$ cat config.mk
export PLATFORM = sky130hd
export DESIGN_NAME = homeostat_bank_flat
export DESIGN_NICKNAME = d
export VERILOG_FILES = /design/src/rtl/homeostat_pkg.sv /design/src/rtl/homeostat_bank_if.sv /design/src/rtl/homeostat_channel.sv /design/src/rtl/homeostat_bank.sv /design/src/flat_wrapper.sv
export SDC_FILE = /design/constraint.sdc
export NUM_CORES = 1
export LEC_CHECK = 0
export CORE_ASPECT_RATIO = 0.75
export CORE_MARGIN = 10
export CORE_UTILIZATION = 30
export CTS_CLUSTER_DIAMETER = 40
export DETAILED_ROUTE_END_ITERATION = 12
export GPL_TIMING_DRIVEN = 0
export PLACE_DENSITY = 0.52
export SYNTH_ARGS = -nofsm -noshare
export SYNTH_HDL_FRONTEND = slang
export SYNTH_SLANG_ARGS = --single-unit
$ cat constraint.sdc
create_clock -name clk -period 4 [get_ports clk]
set_input_delay 0.8 -clock clk [delete_from_list [all_inputs] [get_ports clk]]
set_output_delay 0.8 -clock clk [all_outputs]
set_load 0.03 [all_outputs]
$ cat src/rtl/homeostat_pkg.sv
// Shared types and helpers for the homeostatic drive bank: level encoding,
// raw-level extraction and the saturating net-delta clamp.
package homeostat_pkg;

  // Widest counter the helper functions accept.
  localparam int MAX_W = 16;

  typedef enum logic [1:0] {
    LVL_LOW   = 2'd0,
    LVL_MIDLO = 2'd1,
    LVL_MIDHI = 2'd2,
    LVL_HIGH  = 2'd3
  } lvl_e;

  // Top two bits of a w-bit value.
  function automatic lvl_e lvl_of_raw(input logic [MAX_W-1:0] value, input int w);
    return lvl_e'(value[w-2 +: 2]);
  endfunction

  // value + delta, clamped to 0 .. 2^w-1. The sum is carried in an int, so
  // an intermediate of -2 .. 2^w+1 never wraps.
  function automatic logic [MAX_W-1:0] clamp_delta(input logic [MAX_W-1:0] value,
                                                   input logic signed [2:0] delta,
                                                   input int w);
    int sum;
    int top;
    sum = int'(value) + int'(delta);
    top = (1 << w) - 1;
    if (sum < 0)   return '0;
    if (sum > top) return MAX_W'(top);
    return MAX_W'(sum);
  endfunction

endpackage

$ cat src/rtl/homeostat_bank_if.sv
// Host-side bundle of the homeostat bank: step/stimulus/load inputs and the
// per-channel value, level and status outputs.
interface homeostat_bank_if #(
  parameter int NUM_CH = 3,
  parameter int W      = 7
);
  localparam int CW = (NUM_CH > 1) ? $clog2(NUM_CH) : 1;

  logic                  tick;
  logic [NUM_CH-1:0]     inc;
  logic [NUM_CH-1:0]     dec;
  logic [NUM_CH-1:0]     leak_en;
  logic                  ld_valid;
  logic [CW-1:0]         ld_ch;
  logic [W-1:0]          ld_val;
  logic [NUM_CH*W-1:0]   value;
  logic [NUM_CH*2-1:0]   level;
  logic [NUM_CH-1:0]     level_chg;
  logic [NUM_CH-1:0]     saturated;
  logic                  depleted;

  modport master (
    output tick, inc, dec, leak_en, ld_valid, ld_ch, ld_val,
    input  value, level, level_chg, saturated, depleted
  );

  modport slave (
    input  tick, inc, dec, leak_en, ld_valid, ld_ch, ld_val,
    output value, level, level_chg, saturated, depleted
  );
endinterface

$ cat src/rtl/homeostat_channel.sv
// One homeostatic drive: saturating counter with load override and a
// hysteretic 2-bit level classifier that runs every clock.
module homeostat_channel
  import homeostat_pkg::*;
#(
  parameter int         W       = 7,
  parameter logic [W-1:0] DEFAULT = '0,
  parameter int         HYST    = 2
) (
  input  logic         clk,
  input  logic         rst_n,
  input  logic         step_en_i,
  input  logic         inc_i,
  input  logic         dec_i,
  input  logic         leak_i,
  input  logic         ld_en_i,
  input  logic [W-1:0] ld_val_i,
  output logic [W-1:0] value_o,
  output lvl_e         level_o,
  output logic         level_chg_o,
  output logic         saturated_o
);

  localparam int   Q       = 1 << (W - 2);
  localparam lvl_e RST_LVL = lvl_of_raw(MAX_W'(DEFAULT), W);

  logic [W-1:0]      value_q, value_d;
  lvl_e              level_q, level_d;
  logic              chg_q;
  logic signed [2:0] delta;
  logic [MAX_W-1:0]  sum_w;

  always_comb begin
    // NOTE: every variable gets its default first, so no path can leave one
    // unassigned and infer a latch.
    delta = 3'sd0;
    if (inc_i) delta = delta + 3'sd1;
    if (dec_i) delta = delta - 3'sd1;
    if (leak_i && (value_q < DEFAULT))      delta = delta + 3'sd1;
    else if (leak_i && (value_q > DEFAULT)) delta = delta - 3'sd1;

    sum_w   = clamp_delta(MAX_W'(value_q), delta, W);
    value_d = value_q;
    if (ld_en_i)        value_d = ld_val_i;
    else if (step_en_i) value_d = sum_w[W-1:0];
  end

  // Thresholds sit HYST counts past each quarter boundary, one step per clock.
  always_comb begin
    int v;
    int l;
    v       = int'(value_q);
    l       = int'(level_q);
    level_d = level_q;
    if ((l < 3) && (v >= (l + 1) * Q + HYST))  level_d = lvl_e'(level_q + 2'd1);
    else if ((l > 0) && (v < l * Q - HYST))     level_d = lvl_e'(level_q - 2'd1);
  end

  always_ff @(posedge clk or negedge rst_n) begin
    if (!rst_n) begin
      value_q <= DEFAULT;
      level_q <= RST_LVL;
      chg_q   <= 1'b0;
    end else begin
      // NOTE: non-blocking assignments so every register samples the
      // pre-edge state regardless of statement order.
      value_q <= value_d;
      level_q <= level_d;
      chg_q   <= (level_d != level_q);
    end
  end

  assign value_o     = value_q;
  assign level_o     = level_q;
  assign level_chg_o = chg_q;
  assign saturated_o = (value_q == '0) || (value_q == '1);

endmodule

$ cat src/rtl/homeostat_bank.sv
// Bank of NUM_CH homeostatic drives sharing one leak timer; channel 0 is the
// vital drive whose depletion freezes the whole bank until reset.
module homeostat_bank
  import homeostat_pkg::*;
#(
  parameter int                 NUM_CH       = 3,
  parameter int                 W            = 7,
  parameter logic [NUM_CH*W-1:0] DEFAULT_VALS = {7'd96, 7'd0, 7'd64},
  parameter int                 LEAK_PERIOD  = 16,
  parameter int                 HYST         = 2
) (
  input  logic             clk,
  input  logic             rst_n,
  homeostat_bank_if.slave  bus
);

  localparam int TW = (LEAK_PERIOD > 1) ? $clog2(LEAK_PERIOD) : 1;

  logic [TW-1:0]     tmr_q, tmr_d;
  logic              depleted_q, depleted_d;
  logic              step_en;
  logic              leak_stb;
  logic [W-1:0]      val_arr [NUM_CH];
  lvl_e              lvl_arr [NUM_CH];
  logic [NUM_CH-1:0] chg_vec;
  logic [NUM_CH-1:0] sat_vec;

  // A depleted bank stops stepping, leaking and loading.
  assign step_en  = bus.tick && !depleted_q;
  assign leak_stb = step_en && (tmr_q == TW'(LEAK_PERIOD - 1));

  always_comb begin
    tmr_d = tmr_q;
    if (step_en) tmr_d = leak_stb ? '0 : tmr_q + TW'(1);
    depleted_d = depleted_q || (val_arr[0] == '0);
  end

  always_ff @(posedge clk or negedge rst_n) begin
    if (!rst_n) begin
      tmr_q      <= '0;
      depleted_q <= 1'b0;
    end else begin
      tmr_q      <= tmr_d;
      depleted_q <= depleted_d;
    end
  end

  for (genvar i = 0; i < NUM_CH; i++) begin : g_ch
    logic ld_hit;
    assign ld_hit = bus.ld_valid && !depleted_q && (int'(bus.ld_ch) == i);

    homeostat_channel #(
      .W       (W),
      .DEFAULT (DEFAULT_VALS[i*W +: W]),
      .HYST    (HYST)
    ) u_ch (
      .clk         (clk),
      .rst_n       (rst_n),
      .step_en_i   (step_en),
      .inc_i       (bus.inc[i]),
      .dec_i       (bus.dec[i]),
      .leak_i      (leak_stb && bus.leak_en[i]),
      .ld_en_i     (ld_hit),
      .ld_val_i    (bus.ld_val),
      .value_o     (val_arr[i]),
      .level_o     (lvl_arr[i]),
      .level_chg_o (chg_vec[i]),
      .saturated_o (sat_vec[i])
    );
  end

  always_comb begin
    bus.value = '0;
    bus.level = '0;
    for (int i = 0; i < NUM_CH; i++) begin
      bus.value[i*W +: W] = val_arr[i];
      bus.level[2*i +: 2] = lvl_arr[i];
    end
  end

  assign bus.level_chg = chg_vec;
  assign bus.saturated = sat_vec;
  assign bus.depleted  = depleted_q;

endmodule

$ cat src/flat_wrapper.sv
// flat-port wrapper written by rule: the top's interface ports become plain ports
module homeostat_bank_flat import homeostat_pkg::*;
#(
  parameter int                 NUM_CH       = 3,
  parameter int                 W            = 7,
  parameter logic [NUM_CH*W-1:0] DEFAULT_VALS = {7'd96, 7'd0, 7'd64},
  parameter int                 LEAK_PERIOD  = 16,
  parameter int                 HYST         = 2
)
  (clk, rst_n, bus_tick, bus_inc, bus_dec, bus_leak_en, bus_ld_valid, bus_ld_ch, bus_ld_val, bus_value, bus_level, bus_level_chg, bus_saturated, bus_depleted);
  homeostat_bank_if #(.NUM_CH(NUM_CH), .W(W)) bus_i ();
  input  logic clk;
  input  logic rst_n;
  input wire logic [$bits(bus_i.tick)-1:0] bus_tick;
  input wire logic [$bits(bus_i.inc)-1:0] bus_inc;
  input wire logic [$bits(bus_i.dec)-1:0] bus_dec;
  input wire logic [$bits(bus_i.leak_en)-1:0] bus_leak_en;
  input wire logic [$bits(bus_i.ld_valid)-1:0] bus_ld_valid;
  input wire logic [$bits(bus_i.ld_ch)-1:0] bus_ld_ch;
  input wire logic [$bits(bus_i.ld_val)-1:0] bus_ld_val;
  output wire logic [$bits(bus_i.value)-1:0] bus_value;
  output wire logic [$bits(bus_i.level)-1:0] bus_level;
  output wire logic [$bits(bus_i.level_chg)-1:0] bus_level_chg;
  output wire logic [$bits(bus_i.saturated)-1:0] bus_saturated;
  output wire logic [$bits(bus_i.depleted)-1:0] bus_depleted;
  assign bus_i.tick = bus_tick;
  assign bus_i.inc = bus_inc;
  assign bus_i.dec = bus_dec;
  assign bus_i.leak_en = bus_leak_en;
  assign bus_i.ld_valid = bus_ld_valid;
  assign bus_i.ld_ch = bus_ld_ch;
  assign bus_i.ld_val = bus_ld_val;
  assign bus_value = bus_i.value;
  assign bus_level = bus_i.level;
  assign bus_level_chg = bus_i.level_chg;
  assign bus_saturated = bus_i.saturated;
  assign bus_depleted = bus_i.depleted;
  homeostat_bank #(.NUM_CH(NUM_CH), .W(W), .DEFAULT_VALS(DEFAULT_VALS), .LEAK_PERIOD(LEAK_PERIOD), .HYST(HYST)) u_core (.clk(clk), .rst_n(rst_n), .bus(bus_i));
endmodule
==> flow_summary.json, run 1 <==
{
  "later_pin_clock_latency_in_the_skew_report_ns": 0.28,
  "ys_seq_area_frac": 0.2521,
  "post-route-min-period_ns": 3.879,
  "setup.worst_path.end_class": "register",
  "post_synth_most_frequent_cells": "nor2_1 (56), ha_1 (53), a21oi_1 (37), nand2_1 (34), o21ai_0 (32)",
  "critPathBufInv": 0,
  "maxCapViolations": 0,
  "io_buffers": 55,
  "drt-vias-per-instance": 4.962,
  "final_core_utilization": 0.4123,
  "remaining_drc_errors": 0,
  "detail_route.wl_per_cell_um": 15.08,
  "critical_path.reg2reg.endpoint": "u_core.g_ch[1].u_ch.value_o[5]$_DFFE_PN0P_",
  "globalRouteOverflowTotal": 0,
  "h-tree-depth": 2,
  "setup_viol": 0,
  "global_route.usage.met3": 0.02533,
  "dp_slack_ns": -1.173,
  "mappedNetlistNets": 500,
  "yosys.cell_types.count": 55,
  "synth_enable_flop_cells": 0,
  "routabilityCongestion": 0.8302,
  "synth_area_mm2": 0.003503,
  "maxSlewHeadroom": 0.4245,
  "power_per_cell_area_mw_per_mm2": 664.5,
  "path_max_fanout": 7,
  "finalCritPeriodShare": 0.9697,
  "ctsRootBufferMaster": "clkbuf_16",
  "post_route_worst_setup_slack_ns": 0.1211,
  "worst_path_dominant_cell_family": "simple AND/OR/NAND/NOR gates",
  "place.detailed.instances": 639,
  "arrival_ns": 4.09,
  "grt.busiest_layer": "met2",
  "grt_use_met1": 0.1729,
  "r2r-start": "u_core.g_ch[1].u_ch.value_o[1]$_DFFE_PN0P_",
  "hpwlAfterDp_um": 7786,
  "timing.hold.worst.class": "register to register",
  "antenna_cells_inserted": 0,
  "coreArea_mm2": 0.01153,
  "static-leakage-power_nw": 2.121,
  "drt-total-wl_um": 10000,
  "max_stage_delay_ns": 0.55,
  "layout.area.seq_um2": 885.9,
  "final-hold-violation-count": 0,
  "cts.path.max_buffers": 2,
  "cts_made_buffers": 5,
  "die_width_um": 144.8,
  "ys_async_sr_fraction": 1.000,
  "antenna_found_initial": 0,
  "post-synth-top-count-cell": "nor2_1",
  "post_cts_hold_buffer_count": 0,
  "pin_count": 56,
  "worstHoldPathCells": 1,
  "timing_worst_slew_pin_value_ns": 0.8614,
  "number_of_global_route_vias_before_repair": 3270,
  "path_common_cell": "or4_4",
  "synth_largest_area_cell": "dfrtp_1",
  "status": "finished, final reports clean",
  "timing.critical_path.slowest_stage_cell": "or4_4",
  "vdd_drop_max_mv": 0.3083,
  "nNetsFinal": 578,
  "seq_cells_post_synth": 35,
  "grt_start_max_net_pins": 36,
  "setup.worst_path.start_class": "register",
  "crit_path_cell_trace": "or4_4 > or4_4 > and4_4 > xnor2_1 > ha_2 > fa_2 > a211o_1 > o211ai_1 > a21oi_2 > or3_2 > a21o_4 > a2bb2oi_1",
  "synthesis.area_per_instance_um2": 8.302,
  "rr_worst_depth": 12,
  "worstHoldEndpoint": "u_core.tmr_q[3]$_DFFE_PN0P_",
  "tns_setup_ns": 0,
  "multiInputGateArea_mm2": 0.002659,
  "detail_route.first_pass.iterations": 4,
  "global_route.usage.total": 0.1229,
  "number_of_filler_cells_placed_in_the_layout": 1175,
  "area.growth.synth_to_final_pct": 35.68,
  "synthesis.instances": 422,
  "fmaxAchievable_mhz": 257.8,
  "synthFlopType": "dfrtp_1",
  "tritoncts": "yes",
  "drtIter0Drc": 153,
  "dieHeight_um": 113.6,
  "drv_slew": 0,
  "fraction_of_post_synthesis_cell_area_in_the_top_cell_type_by_area": 0.2071,
  "grt_pass1_wl_um": 16490,
  "cts.sinks": 35,
  "dr_total_vias": 3290,
  "die_area_mm2": 0.01644,
  "ys_warn_count": 0,
  "global_route.usage.met2": 0.1889,
  "clkTransAtPathRegs_ns": 0.06,
  "finish.cell_count_without_fillers": 663,
  "core.rowCount": 34,
  "fin_worst_skew_ns": 0.002561,
  "required_ns": 4.21,
  "worst-setup-path-type": "register to register",
  "antenna_left": 0,
  "synth_top_cells_by_area": "dfrtp_1 (21%), ha_1 (19%), nor2_1 (6.0%)",
  "worst-r2r-setup-slack_ns": 0.12,
  "initial_core_util": 0.3039,
  "drive_gt1_frac": 0.1737,
  "timing.hold.worst.start": "u_core.tmr_q[3]$_DFFE_PN0P_"
}
[worst max-delay path by stage]
stage,start,end,cells past startpoint
after floorplan,bus_dec[0],u_core.g_ch[0].u_ch.value_o[0]$_DFFE_PN0P_,12
after global placement,bus_tick,u_core.g_ch[0].u_ch.value_o[2]$_DFFE_PN0P_,13
after detailed placement,bus_tick,u_core.g_ch[0].u_ch.value_o[5]$_DFFE_PN0P_,13
after CTS,u_core.g_ch[1].u_ch.value_o[1]$_DFFE_PN0P_,u_core.g_ch[1].u_ch.value_o[5]$_DFFE_PN0P_,12
after global routing,u_core.g_ch[1].u_ch.value_o[1]$_DFFE_PN0P_,u_core.g_ch[1].u_ch.value_o[3]$_DFFE_PN0P_,12
final,u_core.g_ch[1].u_ch.value_o[1]$_DFFE_PN0P_,u_core.g_ch[1].u_ch.value_o[5]$_DFFE_PN0P_,12
[worst reg2reg max path, cell delays in order, from the launching register on]
cell       delay (ns)
dfrtp_2          0.43
or4_4            0.55
or4_4            0.43
and4_4           0.23
xnor2_1          0.13
ha_2             0.20
fa_2             0.37
a211o_1          0.27
o211ai_1         0.18
a21oi_2          0.12
or3_2            0.48
a21o_4           0.25
a2bb2oi_1        0.15
[layout by cell type (no fill, tap or decap), types with 14 or more instances in the layout]
cell type	Yosys	routed
nor2_1	56	54
clkdlybuf4s50_1	0	52
xnor2_1	14	14
inv_1	30	27
o21ai_0	32	19
dfrtp_1	29	27
buf_4	6	21
nand2_1	34	34
ha_1	53	47
a21oi_1	37	36
[flip-flops by register name, summed over array words and instances (netlist names)]
| name | cells |
|---|---|
| u_core.g_ch.u_ch.level_chg_o | 3 |
| u_core.g_ch.u_ch.level_o | 6 |
| u_core.g_ch.u_ch.value_o | 21 |
| u_core.tmr_q | 4 |
| u_core.bus.depleted | 1 |
[final cells by class]
class,instances,share of cell area
clock inverter,2,0.002632
inverter,30,0.02369
multi-input combinational,344,0.5594
clock buffer,6,0.02711
timing repair buffer,71,0.1429
sequential,35,0.1864
tap,162,0.04264
buffer,13,0.01527
[repair_timing]
action                     CTS  global route
buffers inserted             6            10
setup endpoints to repair   21            21
pin swaps                    3             8
resized for setup           24            33
[power by group]
part           internal, mW  switching [mW]  total, mW
Combinational         0.911            1.12       2.03
Clock                 0.230           0.150      0.379
Sequential            0.528           0.222      0.750
[metal layers]
layer	vias up	wire, µm
li1	1665	-
met1	1563	4995
met2	54	4443
met3	8	493
met4	0	69
met5	-	0
[logic make-up (layout without fill, tap and decap cells)]
| logic type | Yosys count | after routing | synth area share |
|---|---|---|---|
| compound gates | 120 | 120 | 0.2207 |
| buf+inv | 43 | 122 | 0.05285 |
| xor+xnor | 22 | 22 | 0.05500 |
| mux | 3 | 3 | 0.01214 |
| simple gates | 143 | 143 | 0.2007 |
| flops | 35 | 35 | 0.2521 |
| fa+ha+maj | 56 | 56 | 0.2064 |
[through the flow]
step	power, mW	hold WS [ns]	area, µm²
floorplan	2.041	0.4654	3503
global placement	2.618	0.5022	4257
detailed placement	2.652	0.4984	4252
CTS	3.104	0.5058	4568
global route	3.460	0.5320	4753
finish	3.159	0.5071	4753
Power figures use the tool's default switching activity.
==> run 2, diff against run 1 <==
--- a/config.mk
+++ b/config.mk
@@ -11,7 +11,8 @@
 export CTS_CLUSTER_DIAMETER = 40
 export DETAILED_ROUTE_END_ITERATION = 12
 export GPL_TIMING_DRIVEN = 0
-export PLACE_DENSITY = 0.52
+export PLACE_DENSITY = 0.5
 export SYNTH_ARGS = -nofsm -noshare
 export SYNTH_HDL_FRONTEND = slang
+export SYNTH_HIERARCHICAL = 1
 export SYNTH_SLANG_ARGS = --single-unit
==> run 2 against run 1 <==
  * Global-route usage rose by 0.15 points
  * Core utilization decreased by 2.8 points
  * Critical endpoint is now u_core/g_ch[2].u_ch/value_o[0]$_DFFE_PN0P_
  * First-iteration DRC count is 29% higher
  * Register-to-register slack better by 0.15 ns
  * Critical path depth increased by 3
==> flow_summary.json, run 2 <==
{
  "maxSlewHeadroom": 0.2374,
  "initial_core_util": 0.3064,
  "final-hold-violation-count": 0,
  "die_width_um": 156.6,
  "most_common_library_cell_in_the_layout_ignoring_fill_and_taps": "clkdlybuf4s50_1",
  "dieHeight_um": 122.5,
  "grt_start_max_net_pins": 36,
  "synth_enable_flop_cells": 0,
  "coreArea_mm2": 0.01370,
  "setup_viol": 0,
  "ys_warn_count": 6,
  "drt-total-wl_um": 12160,
  "global_route.usage.total": 0.1244,
  "setup.worst_path.start_class": "input pin",
  "drt-vias-per-instance": 5.327,
  "ctsRootBufferMaster": "clkbuf_16",
  "cts_made_buffers": 5,
  "rsz0062_at_grt": "false",
  "worst-setup-path-type": "input pin to register",
  "fin_worst_skew_ns": 0.003476,
  "synthFlopType": "dfrtp_1",
  "vdd_drop_max_mv": 0.3030,
  "synth_area_mm2": 0.004199,
  "nNetsFinal": 631,
  "detail_route.first_pass.iterations": 4,
  "drv_slew": 0,
  "synth_largest_area_cell": "dfrtp_1",
  "status": "finished, final reports clean",
  "dr_total_vias": 3878,
  "required_ns": 4.14,
  "dp_slack_ns": -1.241,
  "totalPowerFinal_mw": 3.651,
  "static-leakage-power_nw": 2.256,
  "grt_pass1_wl_um": 19580,
  "fraction_of_post_synthesis_cell_area_in_the_top_cell_type_by_area": 0.1728,
  "worst-r2r-setup-slack_ns": 0.27,
  "drive_gt1_frac": 0.1573,
  "cts.path.max_buffers": 2,
  "maxCapViolations": 0,
  "later_pin_clock_latency_in_the_skew_report_ns": 0.27,
  "power_per_cell_area_mw_per_mm2": 693.9,
  "ys_async_sr_fraction": 1.000,
  "number_of_global_route_vias_before_repair": 3659,
  "largest_register_ff_count": 21,
  "ys_seq_area_frac": 0.2104,
  "post-route-min-period_ns": 3.797,
  "crit_end": "u_core/g_ch[2].u_ch/value_o[0]$_DFFE_PN0P_",
  "yosys.cell_types.count": 84,
  "detail_route.wl_per_cell_um": 16.70,
  "timing.hold.worst.class": "register to register",
  "layout_common_cells": "clkdlybuf4s50_1 (53), ha_1 (52), inv_1 (38), a21oi_1 (36), nor2_1 (32)",
  "seq_cells_post_synth": 35,
  "pin_count": 56,
  "die_area_mm2": 0.01918,
  "finalCritPeriodShare": 0.9492,
  "clkTransAtPathRegs_ns": 0.06,
  "beginning_of_the_critical_path": "bus_inc[2]",
  "rr_worst_depth": 11,
  "antenna_left": 0,
  "antenna_found_initial": 0,
  "hpwlAfterDp_um": 9583,
  "core.rowCount": 37,
  "critical_path.reg2reg.endpoint": "u_core/g_ch[1].u_ch/value_o[4]$_DFFE_PN0P_",
  "postPlaceCellArea_mm2": 0.004964,
  "finish.instance_area_mm2": 0.005261,
  "fmaxAchievable_mhz": 263.4,
  "synth_top_cells_by_area": "dfrtp_1 (17%), ha_1 (16%), a21oi_1 (4.6%)",
  "routabilityCongestion": 0.8300,
  "io_buffers": 55,
  "antenna_cells_inserted": 0,
  "drtIter0Drc": 197,
  "globalRouteOverflowTotal": 0,
  "area.growth.synth_to_final_pct": 25.30,
  "h-tree-depth": 2,
  "post_route_worst_setup_slack_ns": 0.2031,
  "setup.worst_path.end_class": "register",
  "arrival_ns": 3.94,
  "cts.sinks": 35,
  "path_max_fanout": 12,
  "post_synth_most_frequent_cells": "ha_1 (54), a21oi_1 (39), inv_1 (38), nor2_1 (33), dfrtp_1 (29)",
  "r2r-start": "u_core/g_ch[1].u_ch/value_o[4]$_DFFE_PN0P_",
  "tritoncts": "yes",
  "timing_worst_slew_pin_value_ns": 1.128,
  "mappedNetlistNets": 565,
  "synthesis.instances": 486,
  "post-synth-top-count-cell": "ha_1",
  "synthesis.area_per_instance_um2": 8.640,
  "remaining_drc_errors": 0
}
## run 2: timing repair
item,4_1_cts,5_1_grt
resized for setup,8,23
pin swaps,1,9
buffers inserted,2,4
setup endpoints to repair,21,20
hold buffers,0,0
## run 2: cells by family (layout without fill, tap and decap cells)
kind of cell,Yosys count,count (layout),synth area share
compound gates,155,155,0.2667
xor+xnor,16,16,0.03695
mux,4,4,0.01132
fa+ha+maj,57,57,0.1752
buf+inv,55,122,0.05572
flops,35,35,0.2104
simple gates,164,164,0.2437
## run 2: layout make-up
class,count,area [µm²]
fillers,1386,8442
multi-input cells,396,3193
flip-flops and latches,35,883.3
repair buffers,61,593.1
well taps,175,219.0
inverters,41,171.4
clock buffers,5,125.1
plain buffers,12,61.31
clock inverters,3,15.01
## run 2: worst max-delay path, stage by stage
cell	delay (ns)
clkdlybuf4s50_1	0.53
inv_1	0.06
ha_1	0.32
a21boi_0	0.15
o21ai_0	0.20
and3_1	0.21
buf_6	0.15
clkinv_8	0.09
ha_2	0.31
buf_2	0.17
o21a_1	0.14
nor2_1	0.06
o31a_2	0.37
mux2i_2	0.24
a22oi_2	0.13
## run 2: how the worst min path moves through the flow
stage | from | to | cells past startpoint
6_report | u_core/tmr_q[3]$_DFFE_PN0P_ | u_core/tmr_q[3]$_DFFE_PN0P_ | 1
5_1_grt | u_core/tmr_q[3]$_DFFE_PN0P_ | u_core/tmr_q[3]$_DFFE_PN0P_ | 1
4_1_cts | u_core/tmr_q[3]$_DFFE_PN0P_ | u_core/tmr_q[3]$_DFFE_PN0P_ | 1
3_5_place_dp | u_core/tmr_q[3]$_DFFE_PN0P_ | u_core/tmr_q[3]$_DFFE_PN0P_ | 1
3_3_place_gp | u_core/tmr_q[3]$_DFFE_PN0P_ | u_core/tmr_q[3]$_DFFE_PN0P_ | 1
2_1_floorplan | u_core/tmr_q[3]$_DFFE_PN0P_ | u_core/tmr_q[3]$_DFFE_PN0P_ | 1
## run 2: power by group
group          switching (mW)  internal [mW]
registers               0.293          0.532
clock network           0.144          0.227
logic                    1.37           1.08
## run 2: metrics by stage
step / cells / TNS (ns) / hold WS, ns / util
6_report: 728 / 0 / 0.4931 / 0.3839
5_1_grt: 728 / 0 / 0.5186 / 0.3839
4_1_cts: 724 / 0 / 0.4798 / 0.3757
3_5_place_dp: 716 / -14.52 / 0.4687 / 0.3622
3_3_place_gp: 716 / -13.99 / 0.4610 / 0.3626
2_1_floorplan: 486 / 0 / 0.4450 / -
## run 2: layer usage
layer | track usage | up-vias | share of wire
li1 | - | 1954 | -
met1 | 0.1853 | 1857 | 0.54
met2 | 0.1884 | 61 | 0.42
met3 | 0.02027 | 6 | 0.035
met4 | 0.01471 | 0 | 0.0042
met5 | 0 | - | 0
